## config.mk

```make
export PLATFORM = sky130hd
export DESIGN_NAME = mem_port_arbiter
export DESIGN_NICKNAME = d
export VERILOG_FILES = /design/src/rtl/rv_mem_pkg.sv /design/src/rtl/mem_timeout_ctr.sv /design/src/rtl/mem_port_arbiter.sv
export SDC_FILE = /design/constraint.sdc
export NUM_CORES = 1
export LEC_CHECK = 0
export ABC_AREA = 1
export ABC_CLOCK_PERIOD_IN_PS = 1400
export BUFFER_PORTS_ARGS = -buffer_cell sky130_fd_sc_hd__buf_2
export CAP_MARGIN = 20
export CORE_ASPECT_RATIO = 0.6
export CORE_UTILIZATION = 43
export CTS_CLUSTER_SIZE = 25
export DETAILED_ROUTE_END_ITERATION = 10
export PLACE_DENSITY = 0.82
export SETUP_SLACK_MARGIN = 0.4
export SYNTH_ARGS = -nofsm -noshare
export SYNTH_HDL_FRONTEND = slang
export SYNTH_SLANG_ARGS = --single-unit
```

## constraint.sdc

```tcl
create_clock -name clk -period 1.4 [get_ports clk]
set_clock_uncertainty 0.05 [all_clocks]
set_input_delay 0.28 -clock clk [delete_from_list [all_inputs] [get_ports clk]]
set_output_delay 0.28 -clock clk [all_outputs]
set_load 0.01 [all_outputs]
```

## src/rtl/rv_mem_pkg.sv

```systemverilog
// rv_mem_pkg: arbiter state encoding and the pipeline-wide NOP instruction
package rv_mem_pkg;
  typedef enum logic [1:0] {
    IDLE    = 2'd0,
    I_BUSY  = 2'd1,
    D_BUSY  = 2'd2,
    I_DRAIN = 2'd3
  } arb_state_t;
  localparam logic [31:0] NOP = 32'h0000_0013;
endpackage

```

## src/rtl/mem_timeout_ctr.sv

```systemverilog
// mem_timeout_ctr: counts busy cycles without ack and strobes expire when the limit is reached
module mem_timeout_ctr #(
  parameter int TIMEOUT = 255
) (
  input  logic clk,
  input  logic rst,
  input  logic clr,
  input  logic en,
  output logic expire
);
  localparam int CW = TIMEOUT > 1 ? $clog2(TIMEOUT + 1) : 1;
  logic [CW-1:0] cnt;
  always_ff @(posedge clk or negedge rst)
    if (!rst) cnt <= '0;
    else if (clr) cnt <= '0;
    else if (en) cnt <= cnt + CW'(1);
  // the cycle whose increment would reach TIMEOUT is the last one allowed
  assign expire = (TIMEOUT != 0) && en && (cnt == CW'(TIMEOUT - 1));
endmodule

```

## src/rtl/mem_port_arbiter.sv

```systemverilog
// mem_port_arbiter: round-robin sharing of one variable-latency memory between fetch and load/store
module mem_port_arbiter
  import rv_mem_pkg::*;
#(
  parameter int ADDR_W  = 32,
  parameter int DATA_W  = 32,
  parameter int TIMEOUT = 255
) (
  input  logic              clk,
  input  logic              rst,
  input  logic              if_req,
  input  logic [ADDR_W-1:0] if_addr,
  input  logic              if_flush,
  output logic [DATA_W-1:0] if_rdata,
  output logic              if_valid,
  input  logic              d_req,
  input  logic              d_we,
  input  logic [ADDR_W-1:0] d_addr,
  input  logic [DATA_W-1:0] d_wdata,
  output logic [DATA_W-1:0] d_rdata,
  output logic              d_valid,
  output logic              mem_req,
  output logic              mem_we,
  output logic [ADDR_W-1:0] mem_addr,
  output logic [DATA_W-1:0] mem_wdata,
  input  logic [DATA_W-1:0] mem_rdata,
  input  logic              mem_ack,
  output logic              stall,
  output logic              timeout_err
);
  arb_state_t state, state_n;
  logic d_next, if_elig, d_elig, pick_d, grant, expire, finish, deliver_i, deliver_d;
  // a requester is not eligible in the cycle its completion pulse is out
  assign if_elig = if_req & ~if_valid;
  assign d_elig  = d_req & ~d_valid;
  assign pick_d  = d_elig & (~if_elig | d_next);
  assign grant   = (state == IDLE) & (if_elig | d_elig);
  assign stall   = if_elig | d_elig;
  mem_timeout_ctr #(.TIMEOUT(TIMEOUT)) u_tmo (
    .clk(clk),
    .rst(rst),
    .clr(grant),
    .en((state != IDLE) & ~mem_ack),
    .expire(expire)
  );
  always_ff @(posedge clk or negedge rst)
    if (!rst) state <= IDLE;
    else state <= state_n;
  always_comb begin
    state_n   = state;
    finish    = 1'b0;
    deliver_i = 1'b0;
    deliver_d = 1'b0;
    case (state)
      IDLE: if (grant) state_n = pick_d ? D_BUSY : I_BUSY;
      I_BUSY:
        if (mem_ack | expire) begin
          state_n   = IDLE;
          finish    = 1'b1;
          deliver_i = ~if_flush;
        end else if (if_flush) state_n = I_DRAIN;
      D_BUSY:
        if (mem_ack | expire) begin
          state_n   = IDLE;
          finish    = 1'b1;
          deliver_d = 1'b1;
        end
      I_DRAIN:
        if (mem_ack | expire) begin
          state_n = IDLE;
          finish  = 1'b1;
        end
      default: state_n = IDLE;
    endcase
  end
  // on timeout the owner still gets a pulse: NOP for fetch, zero for data
  always_ff @(posedge clk or negedge rst)
    if (!rst) begin
      d_next      <= 1'b1;
      mem_req     <= 1'b0;
      mem_we      <= 1'b0;
      mem_addr    <= '0;
      mem_wdata   <= '0;
      if_rdata    <= '0;
      if_valid    <= 1'b0;
      d_rdata     <= '0;
      d_valid     <= 1'b0;
      timeout_err <= 1'b0;
    end else begin
      if_valid <= deliver_i;
      d_valid  <= deliver_d;
      if (deliver_i) if_rdata <= mem_ack ? mem_rdata : DATA_W'(NOP);
      if (deliver_d && !(mem_ack && mem_we)) d_rdata <= mem_ack ? mem_rdata : '0;
      if (expire) timeout_err <= 1'b1;
      if (grant) begin
        mem_req   <= 1'b1;
        mem_we    <= pick_d & d_we;
        mem_addr  <= pick_d ? d_addr : if_addr;
        mem_wdata <= pick_d ? d_wdata : '0;
        if (if_elig & d_elig) d_next <= ~pick_d;
      end else if (finish) mem_req <= 1'b0;
    end
endmodule

```

# After elaboration in Yosys (flattened, before gate mapping)
# Cells that the tools add are included.
[totals] latch_bits=0 wordCells=67 in_bits=135 out_inout_bits=134 mem_bits_rw=0 romBits=0 regBits=144 n_memories=0
[op_classes] multipliers=0 eq_ne=7 order_cmp=0 n_shift=0 bitwise_logic=16 mux=19 div_mod_pow=0 addsub=1 n_reduce_logical=12
[op_table] operator="$mux 32" n=4
[op_table] operator="$mux 8" n=2
[op_table] operator="$mux 2" n=5
[op_table] operator="$add 8x1->8 const B" n=1
[op_table] operator="$eq 8x8->1 const B" n=1
[op_table] operator="$and 1x1->1" n=7
[op_table] operator="$mux 1" n=7
[op_table] operator="$not 1->1" n=6
[op_table] operator="$pmux 2 s3" n=1
[op_table] operator="$reduce_bool 2->1" n=3
[op_table] operator="$eq 2x2->1 const B" n=2
[op_table] operator="$logic_and 1x1->1" n=3
[op_table] operator="$ne 3x3->1 const B" n=1
[op_table] operator="$or 1x1->1" n=3
[op_table] operator="$reduce_and 3->1" n=1
[op_table] operator="$reduce_or 3->1" n=1
[op_table] operator="$eq 2x1->1 const B" n=1
[op_table] operator="$logic_not 2->1" n=1
[op_table] operator="$ne 2x1->1 const B" n=1
[op_table] operator="$ne 2x2->1 const B" n=1
[op_table] operator="$reduce_and 2->1" n=1
[op_table] operator="$reduce_or 2->1" n=1
[op_table] operator="$logic_not 1->1" n=1

# Depth between registers and ports, before layout
[depth] ltp_word=8 depth_mapped=11 depth_no_buf=10

# By module
# A second synthesis with hierarchy kept.
[unflattened] hier_cells=735 hier_area_um2=6442.4
[modules_own_cells] module="mem_port_arbiter" n_inst=1 area_per_inst_um2=5998.3 cells_each=676
[modules_own_cells] module="mem_timeout_ctr" n_inst=1 area_per_inst_um2=444.2 cells_each=59

# Worst setup path after synthesis
# OpenSTA, ideal clock, no wires.
[synth_timing] path_kind="register to register" start="register u_tmo.cnt[0]" end="register if_rdata[24]" arrival_time_ps=1413 path_stages_with_launch=12 path_slack_ps=-194 setup_time_ps=130 t_required_ps=1220 path_cell_list="dfrtp_1 inv_1 ha_1 inv_1 nor2_1 nand3_2 nand2_2 nand2_2 buf_6 buf_6 nand2_1 o21ai_1"
[synth_via] elab_chain_cells=5
[synth_rtl] item="start: declaration" line_no="mem_timeout_ctr.sv:12" source="logic [CW-1:0] cnt;"
[synth_rtl] item="start signal: assignment" line_no="mem_timeout_ctr.sv:16" source="else if (en) cnt <= cnt + CW'(1);"
[synth_rtl] item="$eq 8x8->1" line_no="mem_timeout_ctr.sv:18" source="assign expire = (TIMEOUT != 0) && en && (cnt == CW'(TIMEOUT - 1));"
[synth_rtl] item="$logic_and 1x1->1" line_no="mem_timeout_ctr.sv:18"
[synth_rtl] item="$or 1x1->1" line_no="mem_port_arbiter.sv:57" source="if (mem_ack | expire) begin"
[synth_rtl] item="$mux 1" line_no="mem_port_arbiter.sv:57"
[synth_rtl] item="$mux 1" line_no="mem_port_arbiter.sv:54" source="case (state)"
[synth_rtl] item="end signal: assignment" line_no="mem_port_arbiter.sv:92" source="if (deliver_i) if_rdata <= mem_ack ? mem_rdata : DATA_W'(NOP);"
[synth_rtl] item="end: declaration" line_no="mem_port_arbiter.sv:14" source="output logic [DATA_W-1:0] if_rdata,"
# No other way between the ends.
# A chain may end at the register's enable or synchronous reset.

# Worst setup path after layout
[layout_timing] start="register u_tmo.cnt[0]" end="register d_rdata[15]"
[layout_via] elab_chain_cells=6
[layout_rtl] item="$eq 8x8->1" line_no="mem_timeout_ctr.sv:18"
[layout_rtl] item="$logic_and 1x1->1" line_no="mem_timeout_ctr.sv:18"
[layout_rtl] item="$or 1x1->1" line_no="mem_port_arbiter.sv:63" source="if (mem_ack | expire) begin"
[layout_rtl] item="$mux 1" line_no="mem_port_arbiter.sv:63"
[layout_rtl] item="$mux 1" line_no="mem_port_arbiter.sv:54"
[layout_rtl] item="$logic_and 1x1->1" line_no="mem_port_arbiter.sv:93" source="if (deliver_d && !(mem_ack && mem_we)) d_rdata <= mem_ack ? mem_rdata : '0;"
[layout_rtl] item="end signal: assignment" line_no="mem_port_arbiter.sv:93"
[layout_rtl] item="end: declaration" line_no="mem_port_arbiter.sv:20" source="output logic [DATA_W-1:0] d_rdata,"
# No other way between the ends.

==> results.yml <==
setup_path:
  crit_buf_inv: 4
  r2r_start: "u_tmo.cnt[0]"
  cp_cell_sequence: "inv_2 -> ha_4 -> inv_2 -> nor2_4 -> nand3_4 -> nand2_8 -> buf_12 -> clkbuf_16 -> nand4_1 -> nand2_1"
  critPathMaxStageDelay_ns: 0.41
  critPathKind: "flip-flop to flip-flop"
  crit_arrival_ns: 2.01
  cp_common_cell: "inv_2"
  cp.required_ns: 1.71
  r2r_end: "d_rdata[15]"
  endpoint_kind: "flip-flop"
  cp_slowest_cell: "dfrtp_1"
  rrSetupSlack_ns: -0.30
  start_kind: "flip-flop"
  cp_top_family: "simple AND/OR/NAND/NOR gates"
  cp_max_fo: 8
  crit_start: "u_tmo.cnt[0]"
  reg2reg_depth: 10
route:
  finalWirelength_mm: 32.87
  wl_per_cell_um: 22.89
  ant_nets: 0
  dr.pass1.iters: 5
  drc: 0
  drtIter0Drc: 973
  vias_per_cell: 5.748
  routed-via-count: 8254
die:
  die_x_um: 158.7
  num_io_pins: 269
  die_area_sq_mm: 0.01524
  rows: 33
  start_util: 0.4527
  core_sq_mm: 0.01400
  fp.dieH_um: 96.03
timing:
  finalHoldViolCount: 0
  tightest_slew_ns: 0.3896
  slew_viol_final: 0
  min_period_ns: 1.702
  setup_viol: 145
  final_critical_path_setup_slack_ns: -0.3022
  fin_tns_setup_ns: -26.92
  max_slew_margin: 0.7402
  fmax_mhz: 587.5
  rsz0062_at_grt: "yes"
  finalCritPeriodShare: 1.216
synthesis:
  yosysTopAreaCellShare: 0.5648
  syn_area_sq_mm: 0.006336
  synth_edf_count: 0
  synth_area_leaders: "dfrtp_1 56%, nand2_1 15%, a21oi_1 5.3%, nand3_1 4.0%, nand4_1 3.4%"
  syn_nets: 883
  synth-seq-cells: 144
  synth_cell_types: 23
  ys.flop_type: "dfrtp_1"
  postSynthCellCount: 746
  ys_seq_area_frac: 0.5689
  yosys_warnings: 0
  yosys.area.top_type: "dfrtp_1"
  avgSynthCellArea_sq_um: 8.493
  async_flop_share: 1.000
finish:
  drive_gt1_frac: 0.6447
  final_common_cell: "buf_2"
  final_area_sq_mm: 0.01272
  instances_no_fill: 1436
  diodes: 0
  final_cell_mix: "237 x buf_2, 163 x nand2_1, 152 x buf_4"
  nets: 1368
  syn_to_final_growth_pct: 100.7
place:
  hpwl_mm: 13.33
  gp_routability_congestion: 0.8251
  placed_area_sq_mm: 0.008534
  portBuffers: 268
  place_ws_ns: -0.1690
  post-place-cells: 1207
global_route:
  antenna_found_initial: 0
  grt.overflow.total: 0
  grtUsageTotal: 0.3359
  grt_pass1_vias: 7190
  grt_max_degree: 37
  grt_pass1_wl_mm: 38.61
pwr:
  total_power_mw: 29.33
  pwr_density_cell_mw_per_mm2: 2307
  leakage_nw: 6.607
  irDropWorstVdd_mv: 1.434
hold_path:
  whs_path_depth: 3
  hp-class: "input pin to flip-flop"
  hold_end: "mem_wdata[21]"
  hp-start: "d_wdata[21]"
run:
  maxCapViolations: 0
cts:
  cts_max_level: 4
  clk_latency_ns: 0.42
  cts_sinks: 144
  clk_pin_slew_worst_paths_ns: 0.07
  cts_tree: "yes"
  root_buffer: "clkbuf_16"
  cts_buffer_depth: 2
  cts_buffers: 17
run_status:
  violations: "setup timing"
  status: "complete, but fails checks"
[logic make-up (layout without fill, tap and decap cells)]
| logic type | Yosys count | after routing | synth area share |
|---|---|---|---|
| and+or+nand+nor | 395 | 396 | 0.2615 |
| DFF | 144 | 144 | 0.5689 |
| AOI/OAI and AO/OA | 104 | 104 | 0.09439 |
| buffers and inverters | 100 | 597 | 0.06990 |
| adders and majority gates | 2 | 2 | 0.003949 |
| xor gates and xnor gates | 1 | 1 | 0.001383 |
[sequential cells by signal, indices dropped and copies added (netlist names), 2 cells and up]
name and count:
d_rdata 32, if_rdata 32, mem_addr 32, mem_wdata 32
state 2, u_tmo.cnt 8
[layer usage]
layer / part of all wire / up-vias / global-route usage
li1: - / 3412 / -
met1: 0.36 / 4025 / 0.4327
met2: 0.48 / 673 / 0.5504
met3: 0.11 / 144 / 0.08962
met4: 0.048 / 0 / 0.1278
met5: 0 / - / 0
[timing repair]
| item | in CTS | in global routing |
|---|---|---|
| resized for setup | 193 | 150 |
| endpoints found under the hold margin | 28 | 0 |
| endpoints found under the setup margin | 278 | 278 |
| cloned | 28 | 8 |
| hold buffers | 1 | 0 |
| pin swaps | 51 | 48 |
| buffers inserted | 102 | 58 |
[through the flow]
| step | hold WS [ns] | util |
|---|---|---|
| global placement | 0.1634 | 0.6097 |
| CTS | 0.03596 | 0.8134 |
| floorplan | -0.06559 | - |
| detailed placement | 0.1659 | 0.6097 |
| global route | 0.03968 | 0.9085 |
| finish | 0.04757 | 0.9085 |
[worst max-delay path by stage]
stage	to	depth (start not counted)	slack, ns
CTS	d_rdata[28]	10	-0.14
finish	d_rdata[15]	10	-0.30
global placement	d_rdata[19]	10	-0.08
global route	d_rdata[18]	10	-0.35
detailed placement	if_rdata[12]	10	-0.17
floorplan	if_rdata[10]	11	-0.11
[worst register-to-register path, stage by stage, from the launching register on]
cell and delay, ns:
dfrtp_1 0.41, inv_2 0.10, ha_4 0.13, inv_2 0.04
nor2_4 0.11, nand3_4 0.11, nand2_8 0.12, buf_12 0.15
clkbuf_16 0.17, nand4_1 0.14, nand2_1 0.11
[final cells by class]
type	count	area, sq um
repair buffers	513	4584
flip-flops and latches	144	3605
multi-input cells	503	3500
fillers	547	1281
clock buffers	19	452.9
well taps	192	240.2
inverters	52	230.2
clock inverters	13	103.9
[Yosys cell counts (6+ instances only)]
library cell and instances:
a21oi_1 67, buf_1 9, buf_2 18, buf_6 6, clkbuf_1 15, dfrtp_1 143, inv_1 52, nand2_1 256
nand3_1 51, nand4_1 34, nor2_1 47, o21ai_1 12, o21ai_2 20
[report_power, final]
part           total [mW]  internal, mW  switching, mW
clock                4.35          2.39           1.96
combinational        17.7          9.09           8.57
sequential           7.33          5.96           1.37
Power figures use the tool's default switching activity.
